==> src/rtl/cpx_io_pkg.sv <==
// Shared types and helpers for the CPX return-packet request sequencer.
package cpx_io_pkg;

  localparam int NDEST       = 8;
  localparam int CREDITS_DEF = 2;
  localparam int DEST_W      = $clog2(NDEST);

  typedef logic [NDEST-1:0] dest_vec_t;

  // Turns a core id (or a broadcast flag) into a one-bit-per-core target mask.
  function automatic dest_vec_t dest_decode(input logic [DEST_W-1:0] id, input logic bcast);
    dest_vec_t vec;
    if (bcast) begin
      vec = '1;
    end else begin
      vec = dest_vec_t'(1) << id;
    end
    return vec;
  endfunction

endpackage

==> src/rtl/cpx_io_credit.sv <==
// One per-core credit counter mirroring the free slots of a CPX arbiter queue.
module cpx_io_credit #(
  parameter int CREDITS = 2
) (
  input  logic rclk,
  input  logic reset,
  input  logic dec,
  input  logic inc,
  output logic has_credit,
  output logic full,
  output logic err_pulse
);

  localparam int CW = $clog2(CREDITS + 1);
  localparam logic [CW-1:0] CMAX = CW'(CREDITS);

  logic [CW-1:0] cnt;

  // Issue spends a credit, grant returns one; both together cancel, and a grant at the ceiling saturates.
  always_ff @(posedge rclk) begin
    if (reset) begin
      cnt <= CMAX;
    end else if (dec && !inc && cnt != '0) begin
      cnt <= cnt - CW'(1);
    end else if (inc && !dec && cnt != CMAX) begin
      cnt <= cnt + CW'(1);
    end
  end

  // Status flags derived from the current count; a grant with no room is an error.
  always_comb begin
    has_credit = (cnt != '0);
    full       = (cnt == CMAX);
    err_pulse  = inc & ~dec & (cnt == CMAX);
  end

endmodule

==> src/rtl/cpx_io_req_ctl.sv <==
// Descriptor FIFO plus per-core credit gating that issues CPX request pulses in strict order.
module cpx_io_req_ctl
  import cpx_io_pkg::*;
#(
  parameter int QDEPTH  = 4,
  parameter int CREDITS = CREDITS_DEF
) (
  input  logic              rclk,
  input  logic              reset,
  input  logic              pkt_vld,
  input  logic [DEST_W-1:0] pkt_dest,
  input  logic              pkt_bcast,
  output logic              pkt_rdy,
  input  logic [NDEST-1:0]  cpx_io_grant_ca,
  output logic [NDEST-1:0]  io_cpx_req_cq,
  output logic              pkt_issue,
  output logic              credit_err,
  output logic              busy
);

  localparam int AW = $clog2(QDEPTH);
  localparam int PW = AW + 1;

  dest_vec_t       mem [QDEPTH];
  logic [PW-1:0]   wr_ptr;
  logic [PW-1:0]   rd_ptr;
  logic            empty;
  logic            full;
  logic            push;
  logic            issue_ok;
  dest_vec_t       head_vec;
  logic [NDEST-1:0] has_credit;
  logic [NDEST-1:0] credit_full;
  logic [NDEST-1:0] err_pulse;

  // FIFO status, admission and the atomic all-targets-have-credit issue decision.
  always_comb begin
    empty    = (wr_ptr == rd_ptr);
    full     = (wr_ptr[AW] != rd_ptr[AW]) && (wr_ptr[AW-1:0] == rd_ptr[AW-1:0]);
    pkt_rdy  = ~full;
    push     = pkt_vld & ~full;
    head_vec = mem[rd_ptr[AW-1:0]];
    issue_ok = ~empty & ((head_vec & ~has_credit) == '0);
    busy     = ~empty | ~(&credit_full);
  end

  // Descriptor storage; contents need no reset because the pointers define validity.
  always_ff @(posedge rclk) begin
    if (push) begin
      mem[wr_ptr[AW-1:0]] <= dest_decode(pkt_dest, pkt_bcast);
    end
  end

  // Pointer update; a pop frees a slot only for the following cycle since pkt_rdy looks at state.
  always_ff @(posedge rclk) begin
    if (reset) begin
      wr_ptr <= '0;
      rd_ptr <= '0;
    end else begin
      if (push) begin
        wr_ptr <= wr_ptr + PW'(1);
      end
      if (issue_ok) begin
        rd_ptr <= rd_ptr + PW'(1);
      end
    end
  end

  // Registered request pulse and issue strobe, plus the sticky credit error flag.
  always_ff @(posedge rclk) begin
    if (reset) begin
      io_cpx_req_cq <= '0;
      pkt_issue     <= 1'b0;
      credit_err    <= 1'b0;
    end else begin
      io_cpx_req_cq <= issue_ok ? head_vec : '0;
      pkt_issue     <= issue_ok;
      if (|err_pulse) begin
        credit_err <= 1'b1;
      end
    end
  end

  for (genvar i = 0; i < NDEST; i++) begin : g_credit
    cpx_io_credit #(
      .CREDITS(CREDITS)
    ) u_credit (
      .rclk       (rclk),
      .reset      (reset),
      .dec        (issue_ok & head_vec[i]),
      .inc        (cpx_io_grant_ca[i]),
      .has_credit (has_credit[i]),
      .full       (credit_full[i]),
      .err_pulse  (err_pulse[i])
    );
  end

endmodule
==> config.mk <==
export PLATFORM = sky130hd
export DESIGN_NAME = cpx_io_req_ctl
export DESIGN_NICKNAME = d
export VERILOG_FILES = /design/src/rtl/cpx_io_pkg.sv /design/src/rtl/cpx_io_credit.sv /design/src/rtl/cpx_io_req_ctl.sv
export SDC_FILE = /design/constraint.sdc
export NUM_CORES = 1
export LEC_CHECK = 0
export ABC_AREA = 1
export BUFFER_PORTS_ARGS = -buffer_cell sky130_fd_sc_hd__clkbuf_2
export CAP_MARGIN = 15
export CORE_MARGIN = 1.5
export CORE_UTILIZATION = 45
export CTS_BUF_LIST = sky130_fd_sc_hd__clkbuf_4 sky130_fd_sc_hd__clkbuf_8 sky130_fd_sc_hd__clkbuf_16
export CTS_CLUSTER_DIAMETER = 60
export CTS_CLUSTER_SIZE = 30
export DETAILED_ROUTE_END_ITERATION = 8
export GPL_TIMING_DRIVEN = 0
export PLACE_DENSITY_LB_ADDON = 0.1
export REMOVE_ABC_BUFFERS = 1
export SLEW_MARGIN = 15
export SYNTH_ARGS = -nofsm -noshare
export SYNTH_HDL_FRONTEND = slang
export SYNTH_SLANG_ARGS = --single-unit
==> constraint.sdc <==
create_clock -name rclk -period 2.2 [get_ports rclk]
set_input_delay 0.66 -clock rclk [delete_from_list [all_inputs] [get_ports rclk]]
set_output_delay 0.66 -clock rclk [all_outputs]
set_load 0.03 [all_outputs]
* Yosys cells after proc, flatten, opt, wreduce, memory -nomap -nowiden *
Memory sizes are Yosys's and may differ from the RTL's. A register that Yosys moved wholly into a read port is not among the register bits.
Index checks and enable logic that the tools add are counted.

cells by class
  bitwise gates (word level) = 41
  eq/ne operators = 19
  shifts and indexed selects = 1
  reductions and logical operators = 69
  mux-type cells = 22
  $add $sub $neg = 18

operators with widths
  operator                                                             count
  2-bit two-way mux                                                    18
  1-bit logical AND                                                    33
  2-bit nonzero test                                                   16
  1-bit AND                                                            26
  2-bit by 1-bit adder with 2-bit output (second input constant)       8
  2-bit == test (second input constant)                                8
  1-bit logical NOT                                                    16
  8-bit two-way mux                                                    2
  2-bit != test (second input constant)                                8
  2-bit by 1-bit subtractor with 2-bit output (second input constant)  8
  1-bit inverter                                                       12
  8-bit AND                                                            1
  8-bit logical NOT                                                    1
  8-bit inverter                                                       1
  8-bit AND reduction                                                  1
  8-bit OR reduction                                                   1
  1-bit by 3-bit left shift with 8-bit output (first input constant)   1
  3-bit by 1-bit adder with 3-bit output (second input constant)       2
  3-bit == test                                                        1
  2-bit == test                                                        1
  1-bit two-way mux                                                    2
  2-bit OR reduction                                                   1
  1-bit != test                                                        1
  1-bit bitwise OR                                                     1

storage, ports and cells
  memories = 1
  bits in registers = 32
  output and inout port bits = 12
  input port bits = 15
  memory bits (writable) = 32
  logic and storage cells = 184

memory list
  name  depth  bits a word  rd ports  clocked after Yosys merged registers in  wr ports  RTL line              source
  mem   4      8            1         1                                        1         cpx_io_req_ctl.sv:24  dest_vec_t mem [QDEPTH];

* Longest topological paths before layout *
  depth in word-level cells = 11
  mapped depth = 16
  gate-level depth less buffers = 14

* Modules after synthesis *
From an unflattened synthesis, not the netlist that was laid out.

second synthesis, totals
  cell total of the unflattened synthesis = 419
  area total of the unflattened synthesis = 3308.2 um2

modules (own cells, without submodules)
  module          cells an instance  instances  area an instance (um2)
  cpx_io_req_ctl  211                1          2167.1
  cpx_io_credit   26                 8          142.6

* Worst setup path before layout *
Ideal clock, no wire load.

  path kind = reg2reg
  start = reg rd_ptr[2]
  end = reg wr_ptr[2]
  buffers on the path = 0
  period minus slack after synthesis = 1.893 ns
  arrival time = 1.778 ns
  data required time = 2.085 ns
  stages on the path, launching flop included = 8
  path slack = 0.307 ns
  cells stage by stage = dfxtp_1 xnor2_1 nand3b_1 nand2_1 nor2_1 nand2_1 nand2_1 o21ba_2

between the ends
  word-level cells in the longest chain between the ends = 4

ends and longest elaborated chain
  item                    RTL line              source
  start, declared         cpx_io_req_ctl.sv:26  logic [PW-1:0] rd_ptr;
  start signal, assigned  cpx_io_req_ctl.sv:64  rd_ptr <= rd_ptr + PW'(1);
  1-bit != test           cpx_io_req_ctl.sv:39  full = (wr_ptr[AW] != rd_ptr[AW]) && (wr_ptr[AW-1:0] == rd_ptr[AW-1:0]);
  1-bit logical AND       cpx_io_req_ctl.sv:39
  1-bit inverter          --
  named net pkt_rdy       cpx_io_req_ctl.sv:13  output logic pkt_rdy,
  1-bit AND               cpx_io_req_ctl.sv:41  push = pkt_vld & ~full;
  end signal, assigned    cpx_io_req_ctl.sv:61  wr_ptr <= wr_ptr + PW'(1);
  end, declared           cpx_io_req_ctl.sv:25  logic [PW-1:0] wr_ptr;

The timed path passes the listed nets, and every way through them passes these cells.
A chain may end at the register's enable or synchronous reset.

* Final worst setup path *
  start = reg g_credit[0].u_credit.cnt[1]
  end = out busy

between the ends
  word-level cells in the longest chain between the ends = 4

ends and longest elaborated chain
  item                    RTL line              source
  start, declared         cpx_io_credit.sv:17   logic [CW-1:0] cnt;
  start signal, assigned  cpx_io_credit.sv:24   cnt <= cnt - CW'(1);
  start signal, assigned  cpx_io_credit.sv:26   cnt <= cnt + CW'(1);
  2-bit == test           cpx_io_credit.sv:33   full = (cnt == CMAX);
  8-bit AND reduction     cpx_io_req_ctl.sv:44  busy = ~empty | ~(&credit_full);
  1-bit inverter          cpx_io_req_ctl.sv:44
  1-bit bitwise OR        cpx_io_req_ctl.sv:44
  end, declared           cpx_io_req_ctl.sv:18  output logic busy

Every way passes these cells.

==> qor.yml <==
die_y_um: 86.79
post-route-min-period_ns: 2.217
start_util_pct: 46.50
ff2ff_path_depth: 11
path_buf_inv: 2
clk_latency_ns: 0.34
drtIter0Drc: 91
clk_pin_slew_ns: 0.07
diodes: 0
yosysTopAreaCell: "edfxtp_1"
layout_commonest_cell: "nand2_1"
cp_top_family: "simple AND/OR/NAND/NOR gates"
antenna_found_initial: 0
worstHoldPathCells: 2
rsz0062_at_grt: "yes"
postSynth.asyncResetShare_pct: 0
synth.distinct_cells: 31
min_to: "rd_ptr[2]"
slew_violations: 0
cts_inserted_buffers: 9
cts_num_sinks: 66
tns_ns: -0.01728
cp.required_ns: 1.54
cts_tree: "yes"
ir_drop_mv: 0.4696
layout.nets: 435
holdBufCountCts: 0
io_buffers: 26
hp-start: "rd_ptr[2]"
via_per_inst: 4.800
violations: "negative setup slack"
r2r_slack_ns: 0.18
vias: 2477
synth-main-ff-cell: "dfxtp_1"
drive_gt1_share_pct: 24.29
drv_cap: 0
cp_slowest_cell: "or3_4"
crit_type: "flop to output port"
worstSetupEndpointType: "output port"
swShare_pct: 42.25
h-tree-depth: 3
synth-seq-cells: 66
synth_edf_count: 32
worst_ep_arrival_time_ns: 1.56
worstReg2RegEnd: "g_credit[0].u_credit.cnt[1]"
placeableCoreArea_sq_mm: 0.006794
syn_to_final_growth_pct: 18.93
dr.pass1.iters: 5
grt_usage_pct: 18.28
synth_top_area_share_pct: 30.42
ant_nets: 0
cts-root-buf: "clkbuf_8"
combPwrFrac_pct: 45.3
switchingPower_mw: 2.280
synth_warnings: 0
seq_area_frac_synth_pct: 51.96
cts_max_path_buffers: 2
grt.overflow.total: 0
die_area_sq_mm: 0.007533
setup_viol: 1
wl_per_cell_um: 12.26
place_congestion: 0.7497
hp-class: "flop to flop"
fin_crit_sh_pct: 100.8
worst_slew_pin_slew_ns: 0.8229
syn_area_sq_mm: 0.003159
synthCells: 377
io_pins: 27
mostFrequentLayoutCells: "101 x nand2_1, 42 x nand3_1, 39 x nor2_1"
power_leakage_nw: 1.697
hold_violations: 0
synth_area_per_cell_sq_um: 8.380
finalWirelength_um: 6327
worst_setup_path_start_kind: "flop"
dpl_worst_slack_ns: -0.2339
path_cells: "inv_2 > nor2_2 > nand4_1 > or3_4 > buf_8"
fmax_mhz: 451.0
drc: 0
p_int_mw: 3.116
grt_pass1_wl_um: 10430
clock_skew_ns: 0.008299
grt_pass1_vias: 2177
hpwlAfterDp_um: 4417
power_frac_seq_pct: 34.3
die_x_um: 86.79
rows: 30
slew_headroom_pct: 44.94
clkPwrFrac_pct: 20.4
path_max_fanout: 3
yosys-top-cells-area: "edfxtp_1 30%, dfxtp_1 22%, nand2_1 12%, nand3_1 6.8%, nor2_1 5.7%"
max_stage_delay_ns: 0.39
powerDensity_mw_per_mm2: 1436
grt_max_degree: 21
fin_ws_ns: -0.01728
status: "finished, violations left"
worst max-delay path by stage:
stage	start	endpoint	slack [ns]	cells past startpoint
final	g_credit[0].u_credit.cnt[1]	busy	-0.02	5
after global routing	g_credit[2].u_credit.cnt[1]	busy	-0.05	5
after CTS	g_credit[4].u_credit.cnt[1]	busy	-0.08	5
after detailed placement	flop	g_credit[0].u_credit.cnt[1]	-0.23	11
after global placement	flop	g_credit[7].u_credit.cnt[1]	-0.23	11
after floorplan	rd_ptr[2]	wr_ptr[2]	0.30	7
sequential cells by signal (all words and copies together) (netlist names), named ones only:
name / flops
rd_ptr: 3
wr_ptr: 3
g_credit.u_credit.cnt: 16
io_cpx_req_cq: 8
mem: 32
credit_err: 1
pkt_issue: 1
timing repair:
action                                  4_1_cts  5_1_grt
pin swaps                                     1        7
buffers inserted                              0        8
gates resized for setup                      11       34
endpoints found under the setup margin       23       20
power groups by stage:
stage | Clock (mW) | Combinational, mW | Sequential (mW)
floorplan | 0 | 1.59 | 1.90
global placement | 0 | 2.18 | 1.81
detailed placement | 0 | 2.20 | 1.82
CTS | 1.12 | 2.26 | 1.80
global route | 1.18 | 2.75 | 1.89
finish | 1.10 | 2.44 | 1.85
cell usage after synthesis (2+ instances only):
library cell	number
o21ai_2	3
xnor2_1	3
nand3b_4	2
edfxtp_1	32
o211ai_1	10
nand3_1	43
ha_1	5
inv_1	38
nand3_2	2
buf_2	4
dfxtp_1	34
inv_2	2
nand4_1	2
nand3b_1	6
nor2_2	2
nor2_4	2
nor2_1	48
buf_6	2
a21oi_1	10
o21ai_1	5
o21ai_0	12
nand2_1	101
cells by family (layout without fill, tap and decap cells):
group / count (synthesis) / in the layout / share of synthesized area (%)
fa+ha+maj: 5 / 5 / 1.980
compound gates: 42 / 42 / 8.079
buf+inv: 49 / 92 / 6.693
xor+xnor: 3 / 3 / 0.8318
simple gates: 212 / 212 / 30.46
flops: 66 / 66 / 51.96
stage by stage:
stage / std cells / hold WS (ns) / total power [mW] / utilization (%) / instance area [sq um]
2_1_floorplan: 370 / 0.4471 / 3.494 / - / 3113
3_3_place_gp: 492 / 0.4630 / 3.994 / 49.50 / 3363
3_5_place_dp: 492 / 0.4759 / 4.020 / 49.50 / 3363
4_1_cts: 508 / 0.4875 / 5.179 / 53.15 / 3611
5_1_grt: 516 / 0.4893 / 5.820 / 55.30 / 3757
6_report: 516 / 0.4753 / 5.396 / 55.30 / 3757
layer usage:
layer / vias up / track usage, % / share of wire, %
met1: 1098 / 24.74 / 47
met3: 9 / 3.429 / 4.0
met5: - / 0 / 0
met2: 52 / 28.89 / 47
met4: 0 / 7.478 / 1.8
li1: 1318 / - / -
layout make-up:
type                       count  area [sq um]
clock buffer                  10         131.4
clock inverter                 6         82.58
fill                         617          3037
inverter                      42         171.4
multi-input combinational    262          1386
sequential                    66          1665
tap                           96         120.1
timing repair buffer          34         200.2
tightest hold or removal path, cell delays in order, from the launching register on:
cell and delay (ns):
dfxtp_2 0.35, inv_1 0.05, a21oi_1 0.05
(Power assumes the default switching activity.)
